$ cat src/rtl/button_input_conditioner.sv
// rtl/button_input_conditioner.sv - multi-channel button sync, debounce, edge pulses and auto-repeat
module button_input_conditioner #(
   parameter int             NUM_BTN       = 5,
   parameter int             STABLE_CYCLES = 4,
   parameter int             REPEAT_DELAY  = 30,
   parameter int             REPEAT_RATE   = 8,
   parameter logic [NUM_BTN-1:0] REPEAT_MASK = 5'b11110,
   parameter int             CNT_W         = 8
) (
   input  logic               clk,
   input  logic               reset,
   input  logic [NUM_BTN-1:0] btn_raw,
   input  logic               enable,
   output logic [NUM_BTN-1:0] clean,
   output logic [NUM_BTN-1:0] press_pulse,
   output logic [NUM_BTN-1:0] release_pulse,
   output logic [NUM_BTN-1:0] action_pulse,
   output logic               any_held
);

   localparam logic [CNT_W-1:0] STABLE_LAST = CNT_W'(STABLE_CYCLES - 1);
   localparam logic [CNT_W-1:0] DELAY_LAST  = CNT_W'(REPEAT_DELAY - 1);
   localparam logic [CNT_W-1:0] RATE_LAST   = CNT_W'(REPEAT_RATE - 1);

   localparam logic [1:0] ST_IDLE   = 2'd0;
   localparam logic [1:0] ST_DELAY  = 2'd1;
   localparam logic [1:0] ST_REPEAT = 2'd2;

   logic [NUM_BTN-1:0] r_sync1;
   logic [NUM_BTN-1:0] r_sync2;
   logic [NUM_BTN-1:0] w_rise;
   logic [NUM_BTN-1:0] w_fall;
   logic [NUM_BTN-1:0] w_fire;
   logic [NUM_BTN-1:0] r_press;
   logic [NUM_BTN-1:0] r_release;
   logic [NUM_BTN-1:0] r_action;

   // Two-flop synchroniser for the asynchronous pin levels
   always_ff @(posedge clk) begin
      if (reset) begin
         r_sync1 <= '0;
         r_sync2 <= '0;
      end else begin
         r_sync1 <= btn_raw;
         r_sync2 <= r_sync1;
      end
   end

   for (genvar g = 0; g < NUM_BTN; g++) begin : g_ch
      logic             r_clean;
      logic [CNT_W-1:0] r_db_cnt;
      logic             w_differ;
      logic             w_db_done;

      assign w_differ  = r_sync2[g] ^ r_clean;
      // The edge on which clean flips; pulses and the repeat FSM key off this
      assign w_db_done = w_differ && (r_db_cnt == STABLE_LAST);
      assign w_rise[g] = w_db_done & ~r_clean;
      assign w_fall[g] = w_db_done &  r_clean;
      assign clean[g]  = r_clean;

      // Debounce: any cycle agreeing with clean restarts the stability count
      always_ff @(posedge clk) begin
         if (reset) begin
            r_clean  <= 1'b0;
            r_db_cnt <= '0;
         end else if (!w_differ) begin
            r_db_cnt <= '0;
         end else if (w_db_done) begin
            r_clean  <= r_sync2[g];
            r_db_cnt <= '0;
         end else begin
            r_db_cnt <= r_db_cnt + CNT_W'(1);
         end
      end

      if (REPEAT_MASK[g]) begin : g_rep
         logic [1:0]       r_state;
         logic [CNT_W-1:0] r_rp_cnt;

         // A release on the same edge wins over a due repeat
         assign w_fire[g] = enable && !w_fall[g] &&
                            (((r_state == ST_DELAY)  && (r_rp_cnt == DELAY_LAST)) ||
                             ((r_state == ST_REPEAT) && (r_rp_cnt == RATE_LAST)));

         // Repeat FSM: edges of clean always move the state, timing only runs while enabled
         always_ff @(posedge clk) begin
            if (reset) begin
               r_state  <= ST_IDLE;
               r_rp_cnt <= '0;
            end else if (w_fall[g]) begin
               r_state  <= ST_IDLE;
               r_rp_cnt <= '0;
            end else begin
               case (r_state)
                  ST_IDLE: begin
                     r_rp_cnt <= '0;
                     if (w_rise[g]) r_state <= ST_DELAY;
                  end
                  ST_DELAY: begin
                     if (!enable) begin
                        r_rp_cnt <= '0;
                     end else if (r_rp_cnt == DELAY_LAST) begin
                        r_state  <= ST_REPEAT;
                        r_rp_cnt <= '0;
                     end else begin
                        r_rp_cnt <= r_rp_cnt + CNT_W'(1);
                     end
                  end
                  ST_REPEAT: begin
                     if (!enable || (r_rp_cnt == RATE_LAST)) r_rp_cnt <= '0;
                     else                                    r_rp_cnt <= r_rp_cnt + CNT_W'(1);
                  end
                  default: begin
                     r_state  <= ST_IDLE;
                     r_rp_cnt <= '0;
                  end
               endcase
            end
         end
      end else begin : g_norep
         assign w_fire[g] = 1'b0;
      end
   end

   // Registered pulse outputs, all gated by enable
   always_ff @(posedge clk) begin
      if (reset || !enable) begin
         r_press   <= '0;
         r_release <= '0;
         r_action  <= '0;
      end else begin
         r_press   <= w_rise;
         r_release <= w_fall;
         r_action  <= w_rise | w_fire;
      end
   end

   assign press_pulse   = r_press;
   assign release_pulse = r_release;
   assign action_pulse  = r_action;
   assign any_held      = |clean;

endmodule

$ cat config.mk
export PLATFORM = sky130hd
export DESIGN_NAME = button_input_conditioner
export DESIGN_NICKNAME = d
export VERILOG_FILES = /design/src/rtl/button_input_conditioner.sv
export SDC_FILE = /design/constraint.sdc
export NUM_CORES = 1
export LEC_CHECK = 0
export CORE_AREA = 2 2 92 94
export CTS_CLUSTER_SIZE = 20
export DETAILED_ROUTE_END_ITERATION = 6
export DIE_AREA = 0 0 94 96
export PLACE_DENSITY = 0.79
export SYNTH_ARGS = -nofsm -noshare
export SYNTH_HDL_FRONTEND = slang
export SYNTH_SLANG_ARGS = --single-unit
$ cat constraint.sdc
create_clock -name clk -period 3.4 [get_ports clk]
set_input_delay 0.68 -clock clk [delete_from_list [all_inputs] [get_ports clk]]
set_output_delay 0.68 -clock clk [all_outputs]
set_load 0.02 [all_outputs]
### Word level (Yosys, flattened, before mapping)

Index checks and enable logic that the tools add are counted.

| word-level totals | value |
|---|---|
| register bits | 110 |
| latch bits | 0 |
| bits in writable memories | 0 |
| ROM bits | 0 |
| input bits | 8 |
| output and inout bits | 21 |
| logic and storage cells | 185 |
| memories | 0 |

| cells by class | value |
|---|---|
| add/subtract/negate cells | 9 |
| $mul | 0 |
| div/mod/pow operators | 0 |
| $lt $le $gt $ge | 0 |
| equality and inequality tests | 33 |
| shift-type cells | 0 |
| muxes and demuxes | 32 |
| bitwise gates (word level) | 30 |
| reductions and logical operators | 58 |

Operators with widths:

| kind | number |
|---|---|
| 2-to-1 mux 8 bit | 12 |
| adder 8 x 1 -> 8 bit (second input constant) | 9 |
| case mux 8 bit (2 select lines) | 4 |
| equality test 8 x 2 -> 1 bit (second input constant) | 5 |
| equality test 8 x 3 -> 1 bit (second input constant) | 4 |
| equality test 8 x 5 -> 1 bit (second input constant) | 4 |
| 2-to-1 mux 2 bit | 12 |
| case mux 2 bit (3 select lines) | 4 |
| logical AND 1 bit | 21 |
| != test 2 bit (second input constant) | 8 |
| AND reduction 4 bit | 4 |
| OR reduction 3 bit | 5 |
| NOT 1 bit | 14 |
| AND 1 bit | 10 |
| AND reduction 2 bit | 5 |
| logical OR 1 bit | 9 |
| equality test 2 x 1 -> 1 bit (second input constant) | 4 |
| equality test 2 bit (second input constant) | 4 |
| logical NOT 2 bit | 4 |
| != test 2 x 1 -> 1 bit (second input constant) | 4 |
| OR reduction 2 bit | 4 |
| logical NOT 1 bit | 5 |
| OR 5 bit | 1 |
| OR reduction 5 bit | 1 |
| bitwise XOR 1 bit | 5 |

### Depth between registers and ports, before layout

Gate-level depths: netlist (run 1).

| logic depth | value |
|---|---|
| depth after elaboration | 7 |
| gate-level depth with buffers | 7 |
| gate-level depth less buffers | 7 |

### Worst setup path before layout (run 1)

OpenSTA, ideal clock, no wires.

| path | value |
|---|---|
| path type | register to register |
| start point | reg g_ch[2].r_db_cnt[0] |
| end point | reg g_ch[2].g_rep.r_rp_cnt[2] |
| library setup time | 116 ps |
| data arrival time | 1884 ps |
| data required time | 3284 ps |
| setup slack | 1400 ps |
| cell stages (with the launch flop) | 7 |
| path buffers | 0 |
| clock period less this slack | 2000 ps |
| path through | dfxtp_1 -> ha_1 -> or4b_1 -> or4_4 -> o21ba_2 -> nand4_4 -> nor2_1 |

| between the ends | value |
|---|---|
| word-level cells in the longest chain between the ends | 4 |

RTL lines:

| item | RTL line | RTL |
|---|---|---|
| from (decl) | 51 | `logic [CNT_W-1:0] r_db_cnt;` |
| from (signal assigned) | 73 | `r_db_cnt <= r_db_cnt + CNT_W'(1);` |
| equality test 8 x 2 -> 1 bit | 57 | `assign w_db_done = w_differ && (r_db_cnt == STABLE_LAST);` |
| logical AND 1 bit | 57 |  |
| AND 1 bit | 59 | `assign w_fall[g] = w_db_done & r_clean;` |
| OR reduction 2 bit (no line) | -- |  |
| to (signal assigned) | 107 | `r_rp_cnt <= r_rp_cnt + CNT_W'(1);` |
| to (signal assigned) | 112 | `else r_rp_cnt <= r_rp_cnt + CNT_W'(1);` |
| to (decl) | 79 | `logic [CNT_W-1:0] r_rp_cnt;` |

Every way passes these cells.
A chain may end at the register's enable or synchronous reset.

### Worst setup path after layout (run 1)

| path | value |
|---|---|
| start point | reg g_ch[2].r_clean |
| end point | out any_held |

| between the ends | value |
|---|---|
| word-level cells in the longest chain between the ends | 1 |

RTL lines:

| item | RTL line | RTL |
|---|---|---|
| from (decl) | 50 | `logic r_clean;` |
| from (signal assigned) | 70 | `r_clean <= r_sync2[g];` |
| OR reduction 5 bit | 142 | `assign any_held = \|clean;` |
| to (decl) | 18 | `output logic any_held` |

Every way passes these cells.

==> results of run 1 <==
-- how the worst max path moves through the flow --
stage	startpoint	slack, ps	endpoint
final	g_ch[2].r_clean	1050	any_held
after global routing	g_ch[3].r_db_cnt[0]	950	g_ch[3].g_rep.r_rp_cnt[2]
after CTS	g_ch[2].r_clean	1030	any_held
after detailed placement	enable	820	g_ch[3].g_rep.r_rp_cnt[2]
after global placement	enable	910	g_ch[3].g_rep.r_rp_cnt[2]
after floorplan	g_ch[2].r_db_cnt[0]	1400	g_ch[2].g_rep.r_rp_cnt[2]
-- layer usage --
metal / routed length [µm] / global-route usage / vias up
li1: - / - / 1797
met1: 3800 / 0.240 / 1640
met2: 4100 / 0.354 / 59
met3: 324 / 0.0470 / 9
met4: 85 / 0.0471 / 0
met5: 0 / 0 / -
-- metrics by stage --
step	hold WS [ps]	util	power [mW]	instances
after floorplan	414	-	1.34	514
after global placement	418	0.628	1.36	635
after detailed placement	427	0.628	1.36	635
after CTS	452	0.655	2.20	651
after global routing	463	0.655	2.25	651
final	448	0.655	2.17	651
-- flip-flops by register name, indices dropped and copies added (netlist names) --
register / count
release_pulse: 5
action_pulse: 4
g_ch.r_clean: 5
press_pulse: 5
r_sync1: 5
g_ch.r_db_cnt: 40
g_ch.g_rep.r_state: 8
r_sync2: 5
g_ch.g_rep.r_rp_cnt: 32
-- area by class of cell --
class	count	area share
multi-input combinational	375	0.452
sequential	109	0.413
timing repair buffer	29	0.0545
clock buffer	11	0.0268
tap	105	0.0249
clock inverter	5	0.0159
inverter	17	0.0121
-- critical path: cells and delay by family (launching register included) --
kind          cells  cell delay [ps]
simple gates      2              200
flops             1              530
buf+inv           1              600
-- synth_stat cells (all sizes together) (7+ instances only) --
cell type  number  area share
a21oi          12       0.013
and3           19       0.026
buf             9       0.013
dfxtp         109        0.46
ha             25       0.066
inv            17       0.014
nand2          28       0.022
nand2b          7      0.0093
nand3          41       0.044
nor2           93       0.074
nor2b          18       0.024
nor3           14       0.015
xnor2          25       0.047
xor2           32       0.060
-- logic make-up after synthesis --
group           after synthesis
xor+xnor                     57
fa+ha+maj                    25
buf+inv                      30
flops                       109
mux                           5
simple gates                248
compound gates               40
-- power by group through the flow --
stage               Combinational [mW]  Clock (mW)  Sequential, mW
floorplan                       0.0231           0            1.32
global placement                0.0388           0            1.32
detailed placement              0.0397           0            1.32
CTS                             0.0401       0.868            1.29
global route                    0.0436       0.919            1.29
finish                          0.0398       0.842            1.29
==> metrics, run 1 <==
Sw Share=0.199; RSZ-0062 raised after global routing=false; Die W=94 µm; Yosys warning total=0; CP Cell Sequence=nor3_1 > nand2_1 > clkdlybuf4s50_1; critical path class=flop to primary output; Fill cells=about 690; largest net degree at the start of global routing=20; post-DR wirelength/cell=around 13 µm; Hold/Removal Path Class=flop to flop; Total Routed Length=roughly 8.3 mm; post-cts resize count=0; fmax=425 MHz; ys flop type=dfxtp_1; global-route wire length before repair=between 10 and 15 mm; DRT antenna net count=0; compound-gate portion of the synthesized area=0.0606; R2R depth=5; vias in the first global route=3336; most common cell after layout, fill and taps aside=dfxtp_1; leakage=roughly 1.8 nW; final setup fails=0; Hold Vio Cnt, Final=0; Post CTS Setup Buffer Count=0; post-route clock skew=between 6 and 7 ps; combinational power share=0.018; Post-route DRC=0; Post-Synthesis Cells=514; Max Cap Viol=0; clock power share=0.388; antenna violations before repair=0; Post-Synth XOR/XNOR Area=0.106; vias per cell=between 5 and 6; Critical Path RT=2720 ps; mux cell area share after synthesis=0.0106; EDFF count, synth=0; hold path depth=1; FF+latch count, synth=109; CP max stage delay=~600 ps; core area=8050 µm²; pre-CTS setup slack=821 ps; pins over their slew limit=0; Synth Area in Adders=0.0664; Detailed Routing Iterations Pass 1=4; Num CTS Buffers=9; hold endpoint=r_sync2[0]; Final period util=0.692; outcome=finished, final reports clean; CP max stage cell=clkdlybuf4s50_1; reg2reg start=g_ch[0].r_db_cnt[0]; reg-to-reg setup timing slack=1150 ps; Switch Pwr=433 µW; Mapped Nets=between 500 and 600; fin area=about 5300 µm²; Top Ports=29; nets=approximately 570; placed cell areas=5050 µm²; Final WS setup=1050 ps; H-Tree Depth=3; synth unique cells=45; CP Launch Type=flop; dpl hpwl=6.08 mm; Area growth, synth to finish=12.1%; CP Capture Type=primary output; relative slew slack=0.547; Max VDD drop=0.414 mV; Worst-path clk slew=approximately 90 ps; CTS tree=done; Die H=96 µm; Hold Crit Start=r_sync1[0]; Vias=3505; die area=around 9000 µm²; sequential fraction of the synthesis area=0.463; Sequential Power Share=0.594; area of the multi-input gates=around 2400 µm²; fraction of layout cells with a size suffix above 1=0.0458; Root Driver=clkbuf_8; Initial Utilization=0.585; Worst Max-Slew Pin Slew=between 600 and 700 ps; initial DRC count=93; pwr dens=411 nW/µm²; most frequent cells in the layout=dfxtp_1 (109), nor2_1 (93), nand3_1 (41); worst-path fanout max=7; worst-skew pair later-pin latency=around 350 ps; total gr overflow=0; Total GRT Usage=0.197; internal power=~1.7 mW; worst-case clock buffer depth=2; Site Rows=33; Worst Path Arrival=1670 ps; asr flop ratio synth=0; CTS Hold Bufs=0; cell area after synthesis=~4700 µm²; # port buffers=28; register area=2180 µm²; Antenna Cells=0; Simple-Gate Fraction of Synth Area=0.263; min cycle time layout=2350 ps; main combinational cell family by area after synthesis=simple AND/OR/NAND/NOR gates; Placer Congestion=0.849; setup TNS=0 ps; clock sink count=109; post-synthesis area per instance=9.16 µm²; reg-to-reg endpoint=g_ch[0].r_db_cnt[7]
No activity file was read; power rests on OpenSTA's default activity.
==> run 2: changes to the inputs <==
--- a/config.mk
+++ b/config.mk
@@ -5,11 +5,11 @@
 export SDC_FILE = /design/constraint.sdc
 export NUM_CORES = 1
 export LEC_CHECK = 0
-export CORE_AREA = 2 2 92 94
+export CORE_AREA = 2 2 98 100
 export CTS_CLUSTER_SIZE = 20
 export DETAILED_ROUTE_END_ITERATION = 6
-export DIE_AREA = 0 0 94 96
-export PLACE_DENSITY = 0.79
+export DIE_AREA = 0 0 100 102
+export PLACE_DENSITY = 0.74
 export SYNTH_ARGS = -nofsm -noshare
 export SYNTH_HDL_FRONTEND = slang
 export SYNTH_SLANG_ARGS = --single-unit
==> constraint.sdc (replaced) <==
create_clock -name clk -period 2.1 [get_ports clk]
set_input_delay 0.42 -clock clk [delete_from_list [all_inputs] [get_ports clk]]
set_output_delay 0.42 -clock clk [all_outputs]
set_load 0.02 [all_outputs]
==> run 2 against run 1 <==
Critical path depth rose by 3. Sequential power up 62%. Critical path type is now flop to flop. Count of clock-buffer cells in the layout unchanged. Hold slack got worse by 11 ps. Highest routed layer unchanged.
==> metrics, run 2 (synthesis results as in run 1) <==
DRT antenna net count=0; CP max stage delay=460 ps; internal power=2.58 mW; Max Cap Viol=0; nets=585; CP max stage cell=or4b_1; largest registers=g_ch.r_db_cnt x40, g_ch.g_rep.r_rp_cnt x32, g_ch.g_rep.r_state x8; antenna violations before repair=0; Worst Path Arrival=2240 ps; vias per cell=5.20; Critical Path RT=2360 ps; Post CTS Setup Buffer Count=0; largest net degree at the start of global routing=18; most frequent cells in the layout=dfxtp_1 (104), nor2_1 (93), nand3_1 (41); post-DR wirelength/cell=12.6 µm; CTS Hold Bufs=0; Total GRT Usage=0.180; Fill cells=800; Post-Layout Cell Count=668; combinational power share=0.022; Die H=102 µm; clock power share=0.346; placed cells=between 600 and 700; # port buffers=28; global-route wire length before repair=between 10 and 15 mm; RSZ-0062 raised after global routing=false; Initial Utilization=0.517; dpl hpwl=~6.3 mm; WHS=437 ps; worst-case clock buffer depth=2; min cycle time layout=1980 ps; pins over their slew limit=0; CP Capture Type=flop; worst-path fanout max=8; worst-skew pair later-pin latency=370 ps; Sw Share=0.218; Antenna Cells=0; final core utilization=0.588; initial DRC count=65; pwr dens=616 nW/µm²; total gr overflow=0; Placer Congestion=approximately 0.87; core area=between 9000 and 10000 µm²; CP Launch Type=flop; most common cell after layout, fill and taps aside=dfxtp_1; fraction of layout cells with a size suffix above 1=0.0808; fmax=506 MHz; CP bufs+invs=0; Final period util=0.941; Switch Pwr=721 µW; Vias=around 3500; Top Ports=29; Hold/Removal Path Class=flop to flop; CTS tree=done; CP Cell Sequence=ha_1 > or4b_1 > or4_4 > o21ba_2 > nand4_4 > nor2_1; Post-route DRC=0; Total Routed Length=8.38 mm; relative slew slack=0.661; die area=10200 µm²; Die W=~100 µm; Worst Max-Slew Pin Slew=504 ps; post-route clock skew=11.2 ps; clock sink count=109; Biggest register=g_ch.r_db_cnt; setup TNS=0 ps; critical path class=flop to flop; Num CTS Buffers=9; outcome=finished, final reports clean; Root Driver=clkbuf_8; Pwr Total=3.30 mW; CP delay by family, top=simple AND/OR/NAND/NOR gates; Detailed Routing Iterations Pass 1=4; leakage=1.90 nW; Hold Vio Cnt, Final=0; Max VDD drop=0.365 mV; Worst-path clk slew=100 ps; H-Tree Depth=3; Sequential Power Share=0.632; Area growth, synth to finish=13.8%; post-cts resize count=0; Site Rows=35; final setup fails=0; vias in the first global route=3487; max reg flops=40
[run 2: cell count changes in the layout (fill, tap and decap cells not counted), sizes merged]
cell | before | now
inv | 17 | 18
bufinv | 2 | 0
buf | 1 | 12
clkinv | 1 | 3
clkinvlp | 2 | 1
[run 2: power by group through the flow]
stage | sequential (mW) | clock (mW) | combinational, mW
detailed placement | 2.13 | 0 | 0.0733
floorplan | 2.13 | 0 | 0.0375
global placement | 2.13 | 0 | 0.0724
global route | 2.09 | 1.27 | 0.0825
CTS | 2.09 | 1.18 | 0.0736
finish | 2.09 | 1.14 | 0.0739
[run 2: final cells by class]
| type | instances | area (µm²) | share of cell area |
|---|---|---|---|
| clock inverters | 5 | 35.0 | 0.00654 |
| inverters | 17 | 63.8 | 0.0119 |
| flip-flops and latches | 109 | 2190 | 0.408 |
| repair buffers | 40 | 383 | 0.0714 |
| multi-input cells | 375 | 2410 | 0.450 |
| clock buffers | 11 | 141 | 0.0264 |
| well taps | 111 | 139 | 0.0259 |
[run 2: final timing paths]
check | startpoint | to | slack (ps) | depth (start not counted)
hold reg to reg | g_ch[2].r_db_cnt[0] | g_ch[2].r_db_cnt[0] | 440 | 1
setup reg to reg | g_ch[2].r_db_cnt[1] | g_ch[2].g_rep.r_rp_cnt[3] | 120 | 6
setup / recovery | g_ch[2].r_db_cnt[1] | g_ch[2].g_rep.r_rp_cnt[3] | 120 | 6
hold / removal | g_ch[2].r_db_cnt[0] | g_ch[2].r_db_cnt[0] | 440 | 1
[run 2: worst register-to-register path, stage by stage, from the launching register on]
cell     delay (ps)
dfxtp_1         360
ha_1            160
or4b_1          460
or4_4           450
o21ba_2         270
nand4_4         120
nor2_1           70
[run 2: metal layers]
layer,share of wire,global-route usage,vias to the layer above
met1,0.48,0.219,1613
met2,0.48,0.318,38
met3,0.028,0.0424,10
met4,0.014,0.0558,0
li1,-,-,1814
met5,0,0,-
[run 2: per-stage QoR]
stage	cell area (µm²)	setup slack (ps)
detailed placement	5150	16.6
global route	5360	7.81
CTS	5330	3.00
global placement	5150	98.3
finish	5360	123
floorplan	4710	99.8
